$ cat src/rtl/cv32e40p_obi_instr_arbiter.sv
// Two-master OBI instruction-port arbiter with in-order response routing.
// Holds a stalled choice until granted and returns each response to its issuer.
module cv32e40p_obi_instr_arbiter #(
    parameter int unsigned MAX_OUTSTANDING = 2,
    parameter int unsigned ARB_MODE        = 0
) (
    input  logic        clk,
    input  logic        rst_n,
    input  logic        m0_req_i,
    input  logic [31:0] m0_addr_i,
    output logic        m0_gnt_o,
    output logic        m0_rvalid_o,
    output logic [31:0] m0_rdata_o,
    output logic        m0_err_o,
    input  logic        m1_req_i,
    input  logic [31:0] m1_addr_i,
    output logic        m1_gnt_o,
    output logic        m1_rvalid_o,
    output logic [31:0] m1_rdata_o,
    output logic        m1_err_o,
    output logic        s_req_o,
    output logic [31:0] s_addr_o,
    input  logic        s_gnt_i,
    input  logic        s_rvalid_i,
    input  logic [31:0] s_rdata_i,
    input  logic        s_err_i,
    output logic        busy_o,
    output logic        protocol_err_o
);

    localparam int unsigned CW = $clog2(MAX_OUTSTANDING + 1);
    localparam int unsigned PW = (MAX_OUTSTANDING > 1) ?
                                 $clog2(MAX_OUTSTANDING) : 1;

    typedef enum logic [1:0] {ARB, LOCK0, LOCK1} state_e;

    state_e                     state_q;
    state_e                     state_d;
    logic [CW-1:0]              count_q;
    logic [CW-1:0]              count_d;
    logic [PW-1:0]              wr_ptr_q;
    logic [PW-1:0]              rd_ptr_q;
    logic [MAX_OUTSTANDING-1:0] fifo_q;
    logic                       rr_q;
    logic                       sel;
    logic                       req_raw;
    logic                       eligible;
    logic                       grant;
    logic                       pop;
    logic                       head;

    function automatic logic [PW-1:0] nxt(input logic [PW-1:0] p);
        return (p == PW'(MAX_OUTSTANDING - 1)) ? '0 : p + PW'(1);
    endfunction

    // Master selection, slave request and lock-until-granted transitions
    always_comb begin
        eligible = count_q < CW'(MAX_OUTSTANDING);
        sel      = 1'b0;
        req_raw  = 1'b0;
        state_d  = state_q;
        unique case (state_q)
            ARB: begin
                if (ARB_MODE == 0) begin
                    sel = (m0_req_i && m1_req_i) ? rr_q : m1_req_i;
                end else begin
                    sel = ~m0_req_i;
                end
                req_raw = eligible & (sel ? m1_req_i : m0_req_i);
                if (req_raw && !s_gnt_i) begin
                    state_d = sel ? LOCK1 : LOCK0;
                end
            end
            LOCK0: begin
                sel     = 1'b0;
                req_raw = 1'b1;
                if (s_gnt_i) state_d = ARB;
            end
            LOCK1: begin
                sel     = 1'b1;
                req_raw = 1'b1;
                if (s_gnt_i) state_d = ARB;
            end
            default: state_d = ARB;
        endcase
    end

    // Nothing is requested or granted while reset is held
    assign s_req_o  = req_raw & rst_n;
    assign s_addr_o = sel ? m1_addr_i : m0_addr_i;
    assign grant    = s_req_o & s_gnt_i;
    assign m0_gnt_o = grant & ~sel;
    assign m1_gnt_o = grant & sel;

    assign head        = fifo_q[rd_ptr_q];
    assign pop         = s_rvalid_i & (count_q != '0);
    assign m0_rvalid_o = pop & ~head;
    assign m1_rvalid_o = pop & head;
    assign m0_err_o    = m0_rvalid_o & s_err_i;
    assign m1_err_o    = m1_rvalid_o & s_err_i;
    assign m0_rdata_o  = s_rdata_i;
    assign m1_rdata_o  = s_rdata_i;
    assign busy_o      = (count_q != '0) | m0_req_i | m1_req_i;
    assign count_d     = count_q + CW'(grant) - CW'(pop);

    // FSM state register
    always_ff @(posedge clk or negedge rst_n) begin
        if (!rst_n) state_q <= ARB;
        else        state_q <= state_d;
    end

    // Outstanding-ID FIFO and occupancy count
    always_ff @(posedge clk or negedge rst_n) begin
        if (!rst_n) begin
            fifo_q   <= '0;
            wr_ptr_q <= '0;
            rd_ptr_q <= '0;
            count_q  <= '0;
        end else begin
            if (grant) begin
                fifo_q[wr_ptr_q] <= sel;
                wr_ptr_q         <= nxt(wr_ptr_q);
            end
            if (pop) rd_ptr_q <= nxt(rd_ptr_q);
            count_q <= count_d;
        end
    end

    // Round-robin pointer favours the master not granted last
    always_ff @(posedge clk or negedge rst_n) begin
        if (!rst_n)                    rr_q <= 1'b0;
        else if (grant && ARB_MODE == 0) rr_q <= ~sel;
    end

    // Sticky flag for a response with nothing outstanding
    always_ff @(posedge clk or negedge rst_n) begin
        if (!rst_n)                          protocol_err_o <= 1'b0;
        else if (s_rvalid_i && count_q == '0) protocol_err_o <= 1'b1;
    end

endmodule

$ cat config.mk
export PLATFORM = sky130hd
export DESIGN_NAME = cv32e40p_obi_instr_arbiter
export DESIGN_NICKNAME = d
export VERILOG_FILES = /design/src/rtl/cv32e40p_obi_instr_arbiter.sv
export SDC_FILE = /design/constraint.sdc
export NUM_CORES = 1
export LEC_CHECK = 0
export CAP_MARGIN = 10
export CORE_MARGIN = 3
export CORE_UTILIZATION = 26
export DETAILED_ROUTE_END_ITERATION = 8
export PLACE_DENSITY_LB_ADDON = 0.12
export SETUP_SLACK_MARGIN = 0.3
export SYNTH_ARGS = -nofsm -noshare
export SYNTH_HDL_FRONTEND = slang
export SYNTH_SLANG_ARGS = --single-unit
$ cat constraint.sdc
create_clock -name clk -period 3.5 [get_ports clk]
set_input_delay 0.7 -clock clk [delete_from_list [all_inputs] [get_ports clk]]
set_output_delay 0.7 -clock clk [all_outputs]
set_load 0.02 [all_outputs]
# Word-level counts from Yosys, hierarchy flattened
# Index checks and enable logic that the tools add are counted.
# op_classes
add_sub_neg	4
mul	0
div_mod_pow	0
magnitude_cmp	4
eq_ne	4
n_shift	0
n_mux	17
n_bitwise	14
reduce_logical	10
# ops
cell	count
$mux 32	1
$and 1x1->1	10
$mux 1	8
$mux 2	3
$logic_and 1x1->1	4
$logic_not 2->1	2
$lt 1x2->1 const B	2
$pmux 1 s2	2
$pmux 2 s2	1
$add 1x1->1 const B	2
$add 2x1->2	1
$bwmux 2	1
$eq 2x1->1 const B	1
$eq 2x2->1 const B	1
$lt 2x2->1 const B	1
$ne 2x1->1 const B	1
$ne 2x2->1 const B	1
$not 1->1	2
$or 1x1->1	2
$reduce_and 2->1	1
$reduce_bool 2->1	1
$reduce_or 2->1	1
$sub 2x1->2	1
$demux 1 s1	1
2 further kinds	2
# word_totals
reg_bits	10
latch_bits	0
ramBits	0
mem_bits_ro	0
input_bits	103
output_inout_bits	105
elab_cells	60
memories	0

# Longest topological paths before layout
# Gate-level depths: netlist of run 1.
# logic_depth
ltp_word	10
ltp_mapped	11
mapped_depth_nobuf	10

# Least setup slack after synthesis of run 1
# No wires, ideal clock.
# synth_timing
path_kind	input to output
startpoint	input m0_req_i
endpoint	output s_addr_o[0]
t_arrival_ps	1707
t_required_ps	2800
slack_ps	1093
stages	6
n_path_buf	2
cell_sequence	inv_1 o211ai_1 nand2b_1 buf_2 buf_2 mux2_2
# synth_via
elab_chain_cells	5
# synth_rtl
element	line_no	text
from (decl)	9	input logic m0_req_i,
$logic_and 1x1->1	65	sel = (m0_req_i && m1_req_i) ? rr_q : m1_req_i;
$mux 1	65	
$mux 1	62	unique case (state_q)
$pmux 1 s2	62	
$mux 32	90	assign s_addr_o = sel ? m1_addr_i : m0_addr_i;
to (decl)	22	output logic [31:0] s_addr_o,
# No other way between the ends. The select of a mux whose other input is x is not followed.

# Worst setup path after layout of run 1
# layout_timing
startpoint	input m0_req_i
endpoint	output s_addr_o[7]
# The elaborated chain is that of the path after synthesis.

==> results of run 1 <==
==> where the power goes <==
group / internal (mW) / switching (mW) / total [mW]
clock: 0.0989 / 0.0450 / 0.144
sequential: 0.169 / 0.0400 / 0.209
combinational: 0.538 / 0.508 / 1.05
==> cell families (layout without fill, tap and decap cells) <==
kind of cell,Yosys count,after routing
and+or+nand+nor,19,19
DFF,10,10
muxes,35,35
adders and majority gates,5,5
xor gates and xnor gates,4,4
buffers and inverters,76,130
AOI/OAI and AO/OA,12,12
==> sequential cells by signal, summed over array words and instances, names as in the netlist <==
register,cells
fifo_q,2
count_q,2
wr_ptr_q,1
state_q,2
rr_q,1
protocol_err_o,1
rd_ptr_q,1
==> worst max-delay path, stage by stage <==
cell and delay (ns):
clkdlybuf4s50_1 0.47, inv_1 0.06, o211ai_1 0.22, nand2b_2 0.17, buf_12 0.19, mux2_2 0.27
clkdlybuf4s15_1 0.31
==> worst max path at each step <==
| stage | endpoint | startpoint | cells after the start |
|---|---|---|---|
| 2_1_floorplan | s_addr_o[0] | m0_req_i | 6 |
| 3_3_place_gp | s_addr_o[7] | m0_req_i | 7 |
| 3_5_place_dp | s_addr_o[7] | m0_req_i | 7 |
| 4_1_cts | s_req_o | m1_req_i | 6 |
| 5_1_grt | s_addr_o[7] | m0_req_i | 7 |
| 6_report | s_addr_o[7] | m0_req_i | 7 |
==> metal layers <==
metal | up-vias | routed length, µm | GRT usage (%)
met3 | 13 | 408 | 4.933
met1 | 530 | 1489 | 12.91
li1 | 578 | - | -
met4 | 0 | 112 | 4.899
met2 | 96 | 3215 | 30.30
met5 | - | 0 | 0
==> area by class of cell <==
class | count | area share, %
repair buffers | 119 | 51.63
multi-input cells | 75 | 29.57
flip-flops and latches | 10 | 11.22
well taps | 70 | 3.928
clock buffers | 4 | 2.469
inverters | 7 | 1.178
==> stage by stage <==
step / util, % / cell area [µm²] / worst slack [ns] / instances
6_report: 42.57 / 2230 / 0.3983 / 285
5_1_grt: 42.57 / 2230 / 0.2814 / 285
4_1_cts: 41.90 / 2195 / 0.3242 / 282
3_5_place_dp: 41.66 / 2182 / 0.1057 / 278
3_3_place_gp: 41.66 / 2182 / 0.09754 / 278
2_1_floorplan: - / 1439 / 1.093 / 161
==> synthesized netlist by cell type <==
master | count | area (µm²)
nand2b_1 | 1 | 6.260
nand3_1 | 1 | 5.000
and3_1 | 1 | 6.260
inv_1 | 6 | 22.52
inv_2 | 1 | 3.750
o31ai_1 | 3 | 22.52
o21ai_0 | 5 | 25.02
a21o_1 | 1 | 7.510
o31a_1 | 1 | 8.760
nand2_1 | 4 | 15.01
o211ai_1 | 1 | 7.510
xnor2_1 | 4 | 35.03
ha_1 | 5 | 62.56
buf_2 | 5 | 25.02
nor3_1 | 1 | 5.000
dfrtp_1 | 10 | 250.2
mux2_2 | 32 | 360.4
or2_1 | 1 | 6.260
o22ai_1 | 1 | 6.260
buf_4 | 64 | 480.5
mux2i_1 | 3 | 30.03
nor2b_1 | 4 | 25.02
nor2_1 | 6 | 22.52
==> what timing repair did <==
action                                  in CTS  in global routing
setup buffers                                0                  1
gates cloned                                 0                  2
resized for setup                           34                 41
pin swaps                                    0                  1
endpoints found under the setup margin      34                 33
==> metrics.md, run 1 <==
| Metric | Value |
|---|---|
| Routed wire length | 5.225 mm |
| Register area | 250.2 µm² |
| DR vias | 1217 |
| Layout cell share with drive strength beyond 1 | 26.05% |
| Drt first pass iters | 4 |
| Die height | 80.39 µm |
| Worst hold start | protocol_err_o |
| Status | completed |
| CTS Root Buffer Type | clkbuf_8 |
| Reg2reg path depth | 11 |
| HPWL after detailed placement | 4.550 mm |
| Main combinational cell family by area after synthesis | buffers and inverters |
| Hold depth | 1 |
| TritonCTS clock tree | done |
| CTS Buffer Depth | 2 |
| Arrival time at the worst endpoint | 2.40 ns |
| Final Power | 1.399 mW |
| Drt via density | 4.270 |
| Hold buffers post-CTS | 0 |
| Die X | 80.39 µm |
| Max-slew violations | 0 |
| Post-synthesis mux area share | 27.13% |
| Min cycle time layout | 3.102 ns |
| Most common cell after layout, fill and taps aside | clkdlybuf4s50_1 |
| Hold_ws | 0.4526 ns |
| Routed length per instance | 18.33 µm |
| Fill cells | 509 |
| Core ar. | 5238 µm² |
| Hold Path Class | flip-flop to flip-flop |
| Cells after Synth | 161 |
| Final hold vios | 0 |
| Post-synthesis xor/xnor area fraction | 2.435% |
| Initial antenna violation count | 0 |
| Max rail drop VDD | 0.0001969 V |
| Die area | 6463 µm² |
| Insertion delay to the later sink of the worst-skew pair | 0.24 ns |
| Synth unique cells | 23 |
| Endpoint, Worst Hold | protocol_err_o |
| GR Util All Layers | 14.71% |
| Seq/Total Area, Yosys | 17.39% |
| Clk slew on worst S/H paths | 0.05 ns |
| Syn_area_per_cell | 8.937 µm² |
| RSZ-0062 raised after global routing | true |
| Number of global-route vias before repair | 1277 |
| Maxcap violations | 0 |
| Cell Area, Synth | 1439 µm² |
| Reg-to-reg endpoint | count_q[1] |
| Highest Clock Rate | 322.4 MHz |
| Static Leak | 0.9488 nW |
| # rows | 26 |
| Max FO, Critical Path | 16 |
| Kind of critical path | primary input to output pin |
| Worst-Margin Slew | 0.5053 ns |
| Ant diodes | 0 |
| Skew final | 0.004950 ns |
| IO buf count | 111 |
| Initial DRC count | 24 |
| CP startpoint kind | primary input |
| Final Cycle Share | 88.62% |
| RR Startpoint | state_q[0] |
| Detail Route Antenna Nets | 0 |
| Setup Viol. Count Final | 0 |
| CP Capture Type | output pin |
| Inserted Clock Buffers | 3 |
| Reg-to-reg setup timing slack | 1.16 ns |
| Adder-Cell Fraction of Synth Area | 4.348% |
| Power Density | 627.6 nW/µm² |
| Grt ovf | 0 |
| H-tree levels | 1 |
| Slew headroom | 65.96% |
| # clock sinks | 10 |
| Synth Net Count | 269 |
| Setup tns final | 0 ns |
| Number of synthesized register bits | 10 |
| Remaining DRCs | 0 |
| Final GP Congestion | 0.8386 |
| Area grow syn2layout | 54.96% |
| Most frequent cells in the layout | clkdlybuf4s50_1, mux2_2, clkdlybuf4s15_1 |
| Yosys warning total | 0 |
| Simple-gate share of the synthesized area | 6.348% |
| IO Pins | 208 |
| Initial core utilization | 27.47% |
| Global-route wire length before repair | 7.100 mm |
| Final nets | 324 |
| Complex-gate fraction of the synthesized area | 5.391% |
| Multi-input gate area | 659.4 µm² |
| Largest net degree at the start of global routing | 33 |
| Critical Path RT | 2.80 ns |
Power figures use the tool's default switching activity.
==> run 2: changes to the inputs <==
CORE_ASPECT_RATIO = 0.6   (was not set)
==> metrics.md, run 2 (synthesis gave the netlist of run 1 again) <==
| Metric | Value |
|---|---|
| Drt first pass iters | 4 |
| Hold Path Class | flip-flop to flip-flop |
| Ant diodes | 0 |
| Reg-to-reg setup timing slack | 1.17 ns |
| CP Cell Sequence | clkdlybuf4s50_1 -> inv_1 -> o211ai_1 -> nand2b_1 -> buf_12 -> mux2_2 -> dlygate4sd2_1 |
| HPWL after detailed placement | 4.292 mm |
| Critical Path RT | 2.80 ns |
| Final Cycle Share | 90.14% |
| RSZ-0062 raised after global routing | true |
| CTS Buffer Depth | 2 |
| Most common cell after layout, fill and taps aside | clkdlybuf4s50_1 |
| Die X | 102.0 µm |
| CP startpoint kind | primary input |
| Area grow syn2layout | 46.70% |
| Min cycle time layout | 3.155 ns |
| Largest registers | count_q x2, fifo_q x2, state_q x2 |
| CP Depth | 7 |
| Initial antenna violation count | 0 |
| Status | completed |
| Grt ovf | 0 |
| Hold_ws | 0.4639 ns |
| Slowest CP cell | clkdlybuf4s50_1 |
| TritonCTS clock tree | done |
| Static Leak | 0.9266 nW |
| Max stage delay on crit path | 0.48 ns |
| Final nets | 321 |
| Maxcap violations | 0 |
| Final Core Density | 40.55% |
| Fill cells | 537 |
| Met2 WL post-DR | 2.494 mm |
| GR Util All Layers | 14.42% |
| Setup tns final | 0 ns |
| Kind of critical path | primary input to output pin |
| Hold buffers post-CTS | 0 |
| # clock sinks | 10 |
| Reg-to-reg endpoint | count_q[1] |
| Detail Route Antenna Nets | 0 |
| IO Pins | 208 |
| Fin cells | 278 |
| Insertion delay to the later sink of the worst-skew pair | 0.23 ns |
| Highest Signal Layer | met4 |
| Initial DRC count | 33 |
| IO buf count | 111 |
| Layout cell share with drive strength beyond 1 | 30.19% |
| Arrival time at the worst endpoint | 2.46 ns |
| Global-route wire length before repair | 7.334 mm |
| Drt via density | 4.345 |
| Endpoint, Worst Hold | protocol_err_o |
| Post-CTS Repair Setup Buffers | 0 |
| Die area | 6492 µm² |
| Pre-CTS setup slack | 0.07938 ns |
| Setup Viol. Count Final | 0 |
| Number of global-route vias before repair | 1270 |
| Initial core utilization | 27.64% |
| Remaining DRCs | 0 |
| Largest net degree at the start of global routing | 25 |
| Metal-1 WL | 1.706 mm |
| CTS Root Buffer Type | clkbuf_8 |
| Max rail drop VDD | 0.0002305 V |
| DR vias | 1208 |
| Core ar. | 5205 µm² |
| Slew headroom | 63.87% |
| Worst hold start | protocol_err_o |
| Inserted Clock Buffers | 3 |
| H-tree levels | 1 |
| Worst Path Buf+Inv | 4 |
| Most frequent cells in the layout | clkdlybuf4s50_1, mux2_2, clkbuf_2 |
| Hold depth | 1 |
| Reg2reg path depth | 11 |
| Final GP Congestion | 0.8226 |
| CP top delay family | buffers and inverters |
| Met3 WL post-DR | 474 µm |
| Routed wire length | 4.783 mm |
| Worst-Margin Slew | 0.5362 ns |
| Final hold vios | 0 |
| Skew final | 0.001605 ns |
| # rows | 20 |
| Dpl cells | 274 |
| CP Capture Type | output pin |
| Clk slew on worst S/H paths | 0.05 ns |
| Die height | 63.63 µm |
| Power Density | 624.8 nW/µm² |
| Routed length per instance | 17.21 µm |
| Max FO, Critical Path | 24 |
| Final WS setup | 0.3450 ns |
| Highest Clock Rate | 317.0 MHz |
| Max-slew violations | 0 |
| RR Startpoint | state_q[1] |
run 2: cell count changes in the layout (fill, tap and decap cells not counted):
cell | before | now
clkdlybuf4s15_1 | 19 | 1
clkbuf_2 | 10 | 22
dlygate4sd2_1 | 5 | 11
buf_4 | 5 | 4
buf_6 | 1 | 0
clkbuf_16 | 1 | 0
nand2b_1 | 0 | 1
nand2b_2 | 1 | 0
run 2: report_power, final:
part           switching, mW  internal, mW
logic                  0.489         0.474
registers             0.0424         0.169
clock network         0.0455        0.0989
run 2: how the worst max path moves through the flow:
stage / startpoint / to
after floorplan: m0_req_i / s_addr_o[0]
after global placement: m0_req_i / s_addr_o[30]
after detailed placement: m0_req_i / s_addr_o[27]
after CTS: m0_req_i / s_addr_o[30]
after global routing: m0_req_i / s_addr_o[13]
final: m0_req_i / s_addr_o[25]
run 2: area by class of cell:
class                           instances  area (µm²)  area share (%)
Clock buffer                            4       55.05           2.608
Inverter                                7       26.28           1.245
Multi-Input combinational cell         75       656.9           31.12
Sequential cell                        10       250.2           11.86
Tap cell                               66       82.58           3.912
Timing Repair Buffer                  116        1040           49.26
run 2: routing by layer:
| layer | vias up | track usage (%) |
|---|---|---|
| met2 | 77 | 24.84 |
| met4 | 0 | 4.419 |
| met3 | 21 | 5.863 |
| met1 | 539 | 16.17 |
| li1 | 571 | - |
| met5 | - | 0 |
run 2: repair_timing:
| action | CTS | global route |
|---|---|---|
| setup endpoints to repair | 34 | 33 |
| pin swaps | 0 | 1 |
| resized for setup | 34 | 46 |
run 2: stage by stage:
stage,power (mW),cell area (µm²)
2_1_floorplan,0.9253,1439
3_3_place_gp,1.276,2177
3_5_place_dp,1.291,2177
4_1_cts,1.356,2190
5_1_grt,1.411,2111
6_report,1.319,2111
run 2: worst reg2reg max path: stages, from the launching register on:
cell	delay, ns
dfrtp_1	0.40
inv_1	0.08
ha_1	0.20
inv_2	0.05
o31a_1	0.31
or2_1	0.27
buf_4	0.17
ha_1	0.26
inv_1	0.04
ha_1	0.17
xnor2_1	0.13
xnor2_1	0.12
